File: src/rtl/trig_out_prescaler.sv
// trig_out_prescaler
// Per-channel trigger conditioning: input synchroniser and rising-edge detect,
// programmable 1-of-N prescaler, fixed-width output pulse stretcher, and
// saturating raw/accepted/lost scalers. Everything is reachable over the
// addr/data/rd/wr/ack slow-control bus.
module trig_out_prescaler #(
    parameter int NCH     = 7,
    parameter int PS_W    = 16,
    parameter int CNT_W   = 32,
    parameter int STRETCH = 4
) (
    input  logic             clk_100_i,
    input  logic             reset_i,
    input  logic [NCH-1:0]   trig_in,
    output logic [NCH-1:0]   trig_out,
    input  logic [15:0]      addr,
    input  logic [31:0]      data,
    input  logic             wr,
    input  logic             rd,
    output logic [31:0]      rdata,
    output logic             ack,
    output logic             unknown
);

    localparam int              TW           = $clog2(STRETCH + 1);
    localparam logic [TW-1:0]   STRETCH_LOAD = TW'(STRETCH);
    localparam logic [CNT_W-1:0] CNT_MAX     = '1;
    localparam logic [31:0]     ID_VALUE     = 32'h4D505053;

    // Input conditioning
    logic [NCH-1:0] sync1_reg;
    logic [NCH-1:0] sync2_reg;
    logic [NCH-1:0] sync3_reg;
    logic [NCH-1:0] edge_det;

    // Configuration
    logic             gen_reg;
    logic [NCH-1:0]   cen_reg;
    logic [PS_W-1:0]  ps_reg [NCH];

    // Bus
    logic [31:0]      rdata_reg;
    logic [31:0]      rdata_next;
    logic             ack_reg;
    logic             unknown_reg;
    logic             addr_hit;
    logic             ctrl_wr;
    logic             clr;
    logic [NCH-1:0]   ps_wr;

    // Per-channel scaler read views, zero-extended to the bus width
    logic [NCH-1:0][31:0] raw_rd;
    logic [NCH-1:0][31:0] acc_rd;
    logic [NCH-1:0][31:0] lost_rd;

    // Upper write-data bits have no destination in any register
    logic unused_data_bits;
    assign unused_data_bits = ^data[31:PS_W];

    // Two-flop synchroniser plus one extra stage for rising-edge detection
    always_ff @(posedge clk_100_i) begin
        if (reset_i) begin
            sync1_reg <= '0;
            sync2_reg <= '0;
            sync3_reg <= '0;
        end else begin
            sync1_reg <= trig_in;
            sync2_reg <= sync1_reg;
            sync3_reg <= sync2_reg;
        end
    end

    assign edge_det = sync2_reg & ~sync3_reg;

    // Address decode, read-data mux and write-select generation
    always_comb begin
        rdata_next = '0;
        addr_hit   = 1'b0;
        ps_wr      = '0;
        ctrl_wr    = wr && (addr == 16'h0000);
        clr        = ctrl_wr && data[1];
        if (addr == 16'h0000) begin
            addr_hit   = 1'b1;
            rdata_next = 32'({cen_reg, 1'b0, gen_reg});
        end
        if (addr == 16'h00FF) begin
            addr_hit   = 1'b1;
            rdata_next = ID_VALUE;
        end
        for (int i = 0; i < NCH; i++) begin
            if (addr == 16'h0010 + 16'(i)) begin
                addr_hit   = 1'b1;
                rdata_next = 32'(ps_reg[i]);
                ps_wr[i]   = wr;
            end
            if (addr == 16'h0020 + 16'(i)) begin
                addr_hit   = 1'b1;
                rdata_next = raw_rd[i];
            end
            if (addr == 16'h0030 + 16'(i)) begin
                addr_hit   = 1'b1;
                rdata_next = acc_rd[i];
            end
            if (addr == 16'h0040 + 16'(i)) begin
                addr_hit   = 1'b1;
                rdata_next = lost_rd[i];
            end
        end
    end

    // Bus response: one-cycle ack or unknown; rdata only for a pure read
    always_ff @(posedge clk_100_i) begin
        if (reset_i) begin
            ack_reg     <= 1'b0;
            unknown_reg <= 1'b0;
            rdata_reg   <= '0;
        end else begin
            ack_reg     <= (rd || wr) && addr_hit;
            unknown_reg <= (rd || wr) && !addr_hit;
            rdata_reg   <= (rd && !wr && addr_hit) ? rdata_next : '0;
        end
    end

    assign ack     = ack_reg;
    assign unknown = unknown_reg;
    assign rdata   = rdata_reg;

    // Global and per-channel enables; CLR is a strobe and is never stored
    always_ff @(posedge clk_100_i) begin
        if (reset_i) begin
            gen_reg <= 1'b1;
            cen_reg <= '1;
        end else if (ctrl_wr) begin
            gen_reg <= data[0];
            cen_reg <= data[NCH+1:2];
        end
    end

    // Prescale factors
    always_ff @(posedge clk_100_i) begin
        if (reset_i) begin
            for (int i = 0; i < NCH; i++) begin
                ps_reg[i] <= PS_W'(1);
            end
        end else begin
            for (int i = 0; i < NCH; i++) begin
                if (ps_wr[i]) begin
                    ps_reg[i] <= data[PS_W-1:0];
                end
            end
        end
    end

    for (genvar gi = 0; gi < NCH; gi++) begin : g_ch
        logic [PS_W-1:0]  pcnt_reg;
        logic [PS_W-1:0]  ps_last;
        logic [TW-1:0]    timer_reg;
        logic [CNT_W-1:0] raw_reg;
        logic [CNT_W-1:0] acc_reg;
        logic [CNT_W-1:0] lost_reg;
        logic             counted;
        logic             fire;
        logic             accept;
        logic             drop;

        // PS=0 is treated like PS=1, so the terminal count is zero in both cases
        assign ps_last = (ps_reg[gi] == '0) ? '0 : ps_reg[gi] - PS_W'(1);
        // A clear or a prescale rewrite in the same cycle takes the edge out of the prescaler
        assign counted = edge_det[gi] && gen_reg && cen_reg[gi] && !clr && !ps_wr[gi];
        assign fire    = counted && (pcnt_reg >= ps_last);
        assign accept  = fire && (timer_reg == '0);
        assign drop    = fire && (timer_reg != '0);

        // Prescale counter: counts enabled edges, wraps to zero on a fire
        always_ff @(posedge clk_100_i) begin
            if (reset_i) begin
                pcnt_reg <= '0;
            end else if (clr || ps_wr[gi]) begin
                pcnt_reg <= '0;
            end else if (counted) begin
                pcnt_reg <= fire ? '0 : pcnt_reg + PS_W'(1);
            end
        end

        // Stretch timer: loaded by an accepted fire, otherwise runs down to zero
        always_ff @(posedge clk_100_i) begin
            if (reset_i) begin
                timer_reg <= '0;
            end else if (accept) begin
                timer_reg <= STRETCH_LOAD;
            end else if (timer_reg != '0) begin
                timer_reg <= timer_reg - TW'(1);
            end
        end

        // Saturating scalers; CLR beats any same-cycle increment
        always_ff @(posedge clk_100_i) begin
            if (reset_i || clr) begin
                raw_reg  <= '0;
                acc_reg  <= '0;
                lost_reg <= '0;
            end else begin
                if (edge_det[gi] && raw_reg != CNT_MAX) begin
                    raw_reg <= raw_reg + CNT_W'(1);
                end
                if (accept && acc_reg != CNT_MAX) begin
                    acc_reg <= acc_reg + CNT_W'(1);
                end
                if (drop && lost_reg != CNT_MAX) begin
                    lost_reg <= lost_reg + CNT_W'(1);
                end
            end
        end

        assign trig_out[gi] = (timer_reg != '0);
        assign raw_rd[gi]   = 32'(raw_reg);
        assign acc_rd[gi]   = 32'(acc_reg);
        assign lost_rd[gi]  = 32'(lost_reg);
    end

endmodule

File: config.mk
export PLATFORM = sky130hd
export DESIGN_NAME = trig_out_prescaler
export DESIGN_NICKNAME = d
export VERILOG_FILES = /design/src/rtl/trig_out_prescaler.sv
export SDC_FILE = /design/constraint.sdc
export NUM_CORES = 2
export LEC_CHECK = 0
export BUFFER_PORTS_ARGS = -buffer_cell sky130_fd_sc_hd__buf_2
export CORE_MARGIN = 2
export CORE_UTILIZATION = 40
export CTS_BUF_LIST = sky130_fd_sc_hd__clkbuf_8
export DETAILED_ROUTE_END_ITERATION = 10
export PLACE_DENSITY = 0.53
export SYNTH_ARGS = -nofsm -noshare
export SYNTH_HDL_FRONTEND = slang
export SYNTH_SLANG_ARGS = --single-unit
File: constraint.sdc
create_clock -name clk_100_i -period 3.85 [get_ports clk_100_i]
set_input_delay 0.1925 -clock clk_100_i [delete_from_list [all_inputs] [get_ports clk_100_i]]
set_output_delay 0.1925 -clock clk_100_i [all_outputs]
set_load 0.02 [all_outputs]
After elaboration in Yosys (flattened, before gate mapping)

Memories as Yosys holds them, arrays and structs flattened.
Index checks and enable logic that the tools add are counted.

Register bits: 868
Bits in writable memories: 112
Input port bits: 59
Output and inout bits: 41
Word-level logic and storage cells: 424
Memories kept: 1

Memory list:

| memory | depth | width | rd ports | clocked after Yosys merged registers in | wr ports | line | source |
|---|---|---|---|---|---|---|---|
| ps_reg | 7     | 16    | 7        | 0                                       | 7        | 39   | `logic [PS_W-1:0] ps_reg [NCH];` |

Add/subtract/negate cells: 42
Magnitude comparators: 7
Equality and inequality tests: 50
Muxes and demuxes: 125
Bitwise operators: 10
Reduce and logical (&&, ||, !) cells: 139

Operator list:

| cell                                                | number |
|---|---|
| 2-to-1 mux 32 bit                                   | 29 |
| adder 32 x 1 -> 32 bit (second input constant)      | 21 |
| != test 32 bit (second input constant)              | 21 |
| 2-to-1 mux 16 bit                                   | 21 |
| == test 16 x 6 -> 1 bit (second input constant)     | 14 |
| logical NOT 16 bit                                  | 8 |
| adder 16 x 1 -> 16 bit (second input constant)      | 7 |
| == test 16 x 5 -> 1 bit (second input constant)     | 7 |
| == test 16 x 7 -> 1 bit (second input constant)     | 7 |
| >= comparator 16 bit                                | 7 |
| subtractor 16 x 1 -> 16 bit (second input constant) | 7 |
| logical AND 1 bit                                   | 76 |
| 2-to-1 mux 1 bit                                    | 60 |
| 2-to-1 mux 3 bit                                    | 14 |
| OR reduction 2 bit                                  | 15 |
| logical NOT 3 bit                                   | 7 |
| nonzero test 3 bit                                  | 7 |
| subtractor 3 x 1 -> 3 bit (second input constant)   | 7 |
| == test 16 x 8 -> 1 bit (second input constant)     | 1 |
| nonzero test 2 bit                                  | 7 |
| logical NOT 1 bit                                   | 10 |
| logical OR 1 bit                                    | 9 |
| 2-to-1 mux 9 bit                                    | 1 |
| bitwise AND 7 bit                                   | 1 |
| 3 further kinds                                     | 9 |

Depth between registers and ports, before layout

Depth after elaboration: 34
Gate-level depth with buffers: 20
Mapped depth without buffers: 17

Worst setup path before layout

Ideal clock, no wire load.

Path kind: register -> register
Start: mem ps_reg[2][7]
End: reg g_ch[2].acc_reg[26]
Library setup time: 117 ps
Arrival: 4127 ps
Required time: 3733 ps
Setup slack: -394 ps
Stages on the path, launching flop included: 18
Buffers on the path: 2
Clock period less this slack: 4244 ps
Cells stage by stage: edfxtp_1 > or4_1 > or3_1 > nor4_1 > nand4_1 > nor3_1 > mux2i_1 > ha_1 > and4_1 > nand2_1 > o21ai_0 > nand2_2 > or4_1 > clkbuf_1 > buf_2 > nor3_1 > xnor2_1 > nor2_1

RTL lines:

| what                 | line | source |
|---|---|---|
| start, declared      | 39   |  |
| end signal, assigned | 207  | `acc_reg <= acc_reg + CNT_W'(1);` |
| end, declared        | 159  | `logic [CNT_W-1:0] acc_reg;` |

==> flow_summary.json <==
{
  "drt_drc_violations_left": 0,
  "initial_antenna_violation_count": 15,
  "initial_drc_count": 6304,
  "track_usage_pct": 31.3,
  "mappedNetlistNets": 6700,
  "fmax_mhz": 232,
  "cts_buffers": 176,
  "core_um2": 132000,
  "setup-violations-final": 296,
  "die-width_um": 369,
  "clkLatencyLatePin_ps": 950,
  "worst_hold_path_type": "input pin to flip-flop",
  "grt_pass1_wl_mm": 321,
  "floorplan.die.height_um": 369,
  "share_clk_of_total_power_pct": 44.2,
  "syn-mean-instance-area_um2": 8.20,
  "grt_setup_unrepaired": "true",
  "postRouteAntennaNets": 0,
  "criticalPathCategory": "flip-flop to flip-flop",
  "synth-main-ff-cell": "sky130_fd_sc_hd__dfxtp_1",
  "synth_largest_area_cell": "sky130_fd_sc_hd__dfxtp_1",
  "postSynthRegisterBits": 980,
  "worstSetupEndpointType": "flip-flop",
  "grt_overflow_total": 0,
  "htreeDepth": 4,
  "route.detailed.wl_per_inst_um": 24.2,
  "top_level_ports": 100,
  "drive_above_1_share_pct": 21.7,
  "cts_tree": "yes",
  "p_int_uw": 16600,
  "post_layout_nonfiller_instances": 9120,
  "cts.reportedPaths.clkPinSlew_ps": 70,
  "post-place-cells": 8632,
  "globalplace.congestion": 0.975,
  "worst_slack_ps": -453,
  "detailed_route_wl_mm": 220,
  "finClkSkew_ps": 59.7,
  "worst_slew_pin_slew_ps": 1470,
  "power_frac_seq_pct": 46.3,
  "finalCritPeriodShare_pct": 112,
  "final_max_slew_viol_count": 0,
  "grt_pass1_vias": 49100,
  "numClockSinks": 980,
  "fin_total_pwr_uw": 23000,
  "vdd_drop_max_uv": 301,
  "swShare_pct": 27.7,
  "syn-cell-area_um2": 53200,
  "synth_edf_count": 112,
  "synth.yosys.seq_area_share_pct": 39.0,
  "async_flop_share_pct": 0,
  "finalCriticalPeriod_ps": 4300,
  "synthCells": 6480,
  "arrival_ps": 5100,
  "synth_top_cells_by_area": "sky130_fd_sc_hd__dfxtp_1, sky130_fd_sc_hd__nor2_1, sky130_fd_sc_hd__xor2_1",
  "nets": 7443,
  "max-slew-margin-rel_pct": 0.931,
  "detailedPlacementHpwl_mm": 165,
  "floorplan.die_area_um2": 136000,
  "critPathMaxFanout": 7,
  "ys.warnings.count": 0,
  "total_switching_power_uw": 6380,
  "number_of_placement_rows": 133,
  "yosysTopAreaCellShare_pct": 32.7,
  "power.static_leakage_uw": 0.0265,
  "detailroute.via_count": 53400,
  "place.port_buffers": 83,
  "synth.distinct_cells": 92,
  "first_pass_iters": 6,
  "initial_core_util_pct": 40.4,
  "pwr-share-comb_pct": 9.5,
  "finalHoldViolations": 0,
  "power.density_cell_area_nw_per_um2": 335,
  "largest_net_degree_at_the_start_of_global_routing": 131,
  "cts_root_buffer": "sky130_fd_sc_hd__clkbuf_8",
  "pre_cts_slack_ps": -662,
  "clock_tree.buffer_depth": 3,
  "status": "complete, but fails checks",
  "violated_checks": "capacitance limit, setup timing",
  "start_kind": "flip-flop",
  "timing.critical_path.required_ps": 4650,
  "drv.max_cap_violation_count": 1,
  "layout-area-overhead-vs-synth_pct": 29.4,
  "post_drt_via_cell_ratio": 5.86
}
[placed cells by master (no fill, tap or decap), types with 46 or more instances in the layout]
| master | Yosys | final |
|---|---|---|
| sky130_fd_sc_hd__a21oi_1 | 257 | 229 |
| sky130_fd_sc_hd__a221oi_1 | 75 | 73 |
| sky130_fd_sc_hd__a22oi_1 | 62 | 62 |
| sky130_fd_sc_hd__and3_1 | 154 | 148 |
| sky130_fd_sc_hd__and4_1 | 79 | 77 |
| sky130_fd_sc_hd__buf_12 | 0 | 61 |
| sky130_fd_sc_hd__buf_2 | 112 | 86 |
| sky130_fd_sc_hd__buf_4 | 4 | 579 |
| sky130_fd_sc_hd__buf_6 | 0 | 84 |
| sky130_fd_sc_hd__clkbuf_8 | 0 | 210 |
| sky130_fd_sc_hd__dfxtp_1 | 868 | 868 |
| sky130_fd_sc_hd__edfxtp_1 | 112 | 112 |
| sky130_fd_sc_hd__ha_1 | 161 | 143 |
| sky130_fd_sc_hd__inv_1 | 166 | 227 |
| sky130_fd_sc_hd__nand2_1 | 575 | 530 |
| sky130_fd_sc_hd__nand3_1 | 342 | 300 |
| sky130_fd_sc_hd__nand4_1 | 224 | 224 |
| sky130_fd_sc_hd__nor2_1 | 1068 | 1001 |
| sky130_fd_sc_hd__nor2_4 | 0 | 48 |
| sky130_fd_sc_hd__nor3_1 | 195 | 113 |
| sky130_fd_sc_hd__nor3_4 | 0 | 56 |
| sky130_fd_sc_hd__nor4_1 | 103 | 58 |
| sky130_fd_sc_hd__o21ai_0 | 236 | 210 |
| sky130_fd_sc_hd__o221ai_1 | 47 | 46 |
| sky130_fd_sc_hd__o22ai_1 | 52 | 52 |
| sky130_fd_sc_hd__or3_1 | 116 | 97 |
| sky130_fd_sc_hd__xnor2_1 | 299 | 273 |
| sky130_fd_sc_hd__xor2_1 | 428 | 427 |
[area by class of cell]
type	count	area, um^2
diodes	3	7.51
repair buffers	864	7640
inverters	167	629
well taps	1755	2200
clock inverters	107	718
clock buffers	210	2890
multi-input cells	5034	33900
flip-flops and latches	980	20700
fillers	12400	62900
[power groups by stage]
stage	registers [uW]	logic [uW]	clock network (uW)
after floorplan	10800	1090	0
after global placement	10900	1920	0
after detailed placement	10900	1950	0
after CTS	10600	2080	10400
after global routing	10700	2370	10800
final	10700	2190	10200
[logic make-up (layout without fill, tap and decap cells)]
logic type / after synthesis / count (layout) / synth area share, %
DFF: 980 / 980 / 39.0
AOI/OAI and AO/OA: 1038 / 1038 / 12.9
adders and majority gates: 161 / 161 / 3.79
and+or+nand+nor: 3083 / 3087 / 28.3
muxes: 21 / 21 / 0.398
other: 0 / 3 / 0
xor gates and xnor gates: 727 / 727 / 12.0
buffers and inverters: 470 / 1348 / 3.61
[path summary, 6_finish.rpt]
path | cells past startpoint | start | slack, ps | endpoint
setup / recovery | 18 | ps_reg[2][6]$_SDFFCE_PN0P_ | -450 | g_ch[2].lost_reg[24]$_SDFFE_PP0P_
hold / removal | 6 | addr[10] | 100 | ps_reg[0][0]$_SDFFCE_PN1P_
setup reg to reg | 18 | ps_reg[2][6]$_SDFFCE_PN0P_ | -450 | g_ch[2].lost_reg[24]$_SDFFE_PP0P_
hold reg to reg | 1 | sync1_reg[4]$_SDFF_PP0_ | 430 | sync2_reg[4]$_SDFF_PP0_
[critical path, stage by stage (launching register included)]
cell	delay, ps
sky130_fd_sc_hd__edfxtp_1	400
sky130_fd_sc_hd__or4_4	530
sky130_fd_sc_hd__or3_4	360
sky130_fd_sc_hd__buf_4	150
sky130_fd_sc_hd__nor3_1	200
sky130_fd_sc_hd__xor2_1	220
sky130_fd_sc_hd__nand2_1	90
sky130_fd_sc_hd__ha_1	290
sky130_fd_sc_hd__nand2_1	100
sky130_fd_sc_hd__nor2_2	180
sky130_fd_sc_hd__nand2_4	70
sky130_fd_sc_hd__o21ai_4	180
sky130_fd_sc_hd__nand2_4	140
sky130_fd_sc_hd__or3_4	550
sky130_fd_sc_hd__buf_6	160
sky130_fd_sc_hd__buf_12	140
sky130_fd_sc_hd__nor4_4	140
sky130_fd_sc_hd__xnor2_1	170
sky130_fd_sc_hd__nor2_1	70
[per-stage QoR]
stage / hold WS [ps] / area [um^2] / util (%) / TNS [ps]
CTS: 20.0 / 66300 / 50.4 / -26990
finish: 98.0 / 68800 / 52.2 / -52910
detailed placement: 408 / 60500 / 45.9 / -79910
global route: 96.6 / 68800 / 52.2 / -126750
floorplan: 321 / 53900 / - / -6510
global placement: 403 / 60500 / 45.9 / -61040
[cells in the mapped netlist, types with 12 or more instances]
cell                       instances
sky130_fd_sc_hd__nor3_1          195
sky130_fd_sc_hd__nand2b_1         47
sky130_fd_sc_hd__nor2b_1          42
sky130_fd_sc_hd__o22ai_1          52
sky130_fd_sc_hd__a21oi_1         257
sky130_fd_sc_hd__or3_1           116
sky130_fd_sc_hd__clkbuf_1        179
sky130_fd_sc_hd__a21o_1           22
sky130_fd_sc_hd__or4_1            18
sky130_fd_sc_hd__a211o_1          14
sky130_fd_sc_hd__o221ai_1         47
sky130_fd_sc_hd__ha_1            161
sky130_fd_sc_hd__o21ai_0         236
sky130_fd_sc_hd__and3_1          154
sky130_fd_sc_hd__nand3_1         342
sky130_fd_sc_hd__xor2_1          428
sky130_fd_sc_hd__a22oi_1          62
sky130_fd_sc_hd__and4_1           79
sky130_fd_sc_hd__nor3b_1          12
sky130_fd_sc_hd__buf_2           112
sky130_fd_sc_hd__dfxtp_1         868
sky130_fd_sc_hd__o21a_1           12
sky130_fd_sc_hd__a31oi_1          32
sky130_fd_sc_hd__a211oi_1         40
sky130_fd_sc_hd__nand2_1         575
sky130_fd_sc_hd__xnor2_1         299
sky130_fd_sc_hd__a221oi_1         75
sky130_fd_sc_hd__o211ai_1         33
sky130_fd_sc_hd__nor2_1         1068
sky130_fd_sc_hd__a222oi_1         21
sky130_fd_sc_hd__nand4_1         224
sky130_fd_sc_hd__mux2i_1          20
sky130_fd_sc_hd__a22o_1           13
sky130_fd_sc_hd__edfxtp_1        112
sky130_fd_sc_hd__a221o_1          21
sky130_fd_sc_hd__inv_1           166
sky130_fd_sc_hd__and2_1           38
sky130_fd_sc_hd__nor4_1          103
[metal layers]
layer,vias up,wire length [um],global-route usage (%)
met1,26100,98700,45.2
met5,-,200,0.712
met4,12,8090,10.6
li1,24700,-,-
met3,431,20000,6.00
met2,2240,93500,46.3
[timing repair]
item,4_1_cts,5_1_grt
endpoints found under the setup margin,408,559
setup buffers,63,58
hold buffers,39,0
endpoints found under the hold margin,95,0
pin swaps,148,235
resized for setup,272,422
cloned,13,9
No activity file was read; power rests on OpenSTA's default activity.
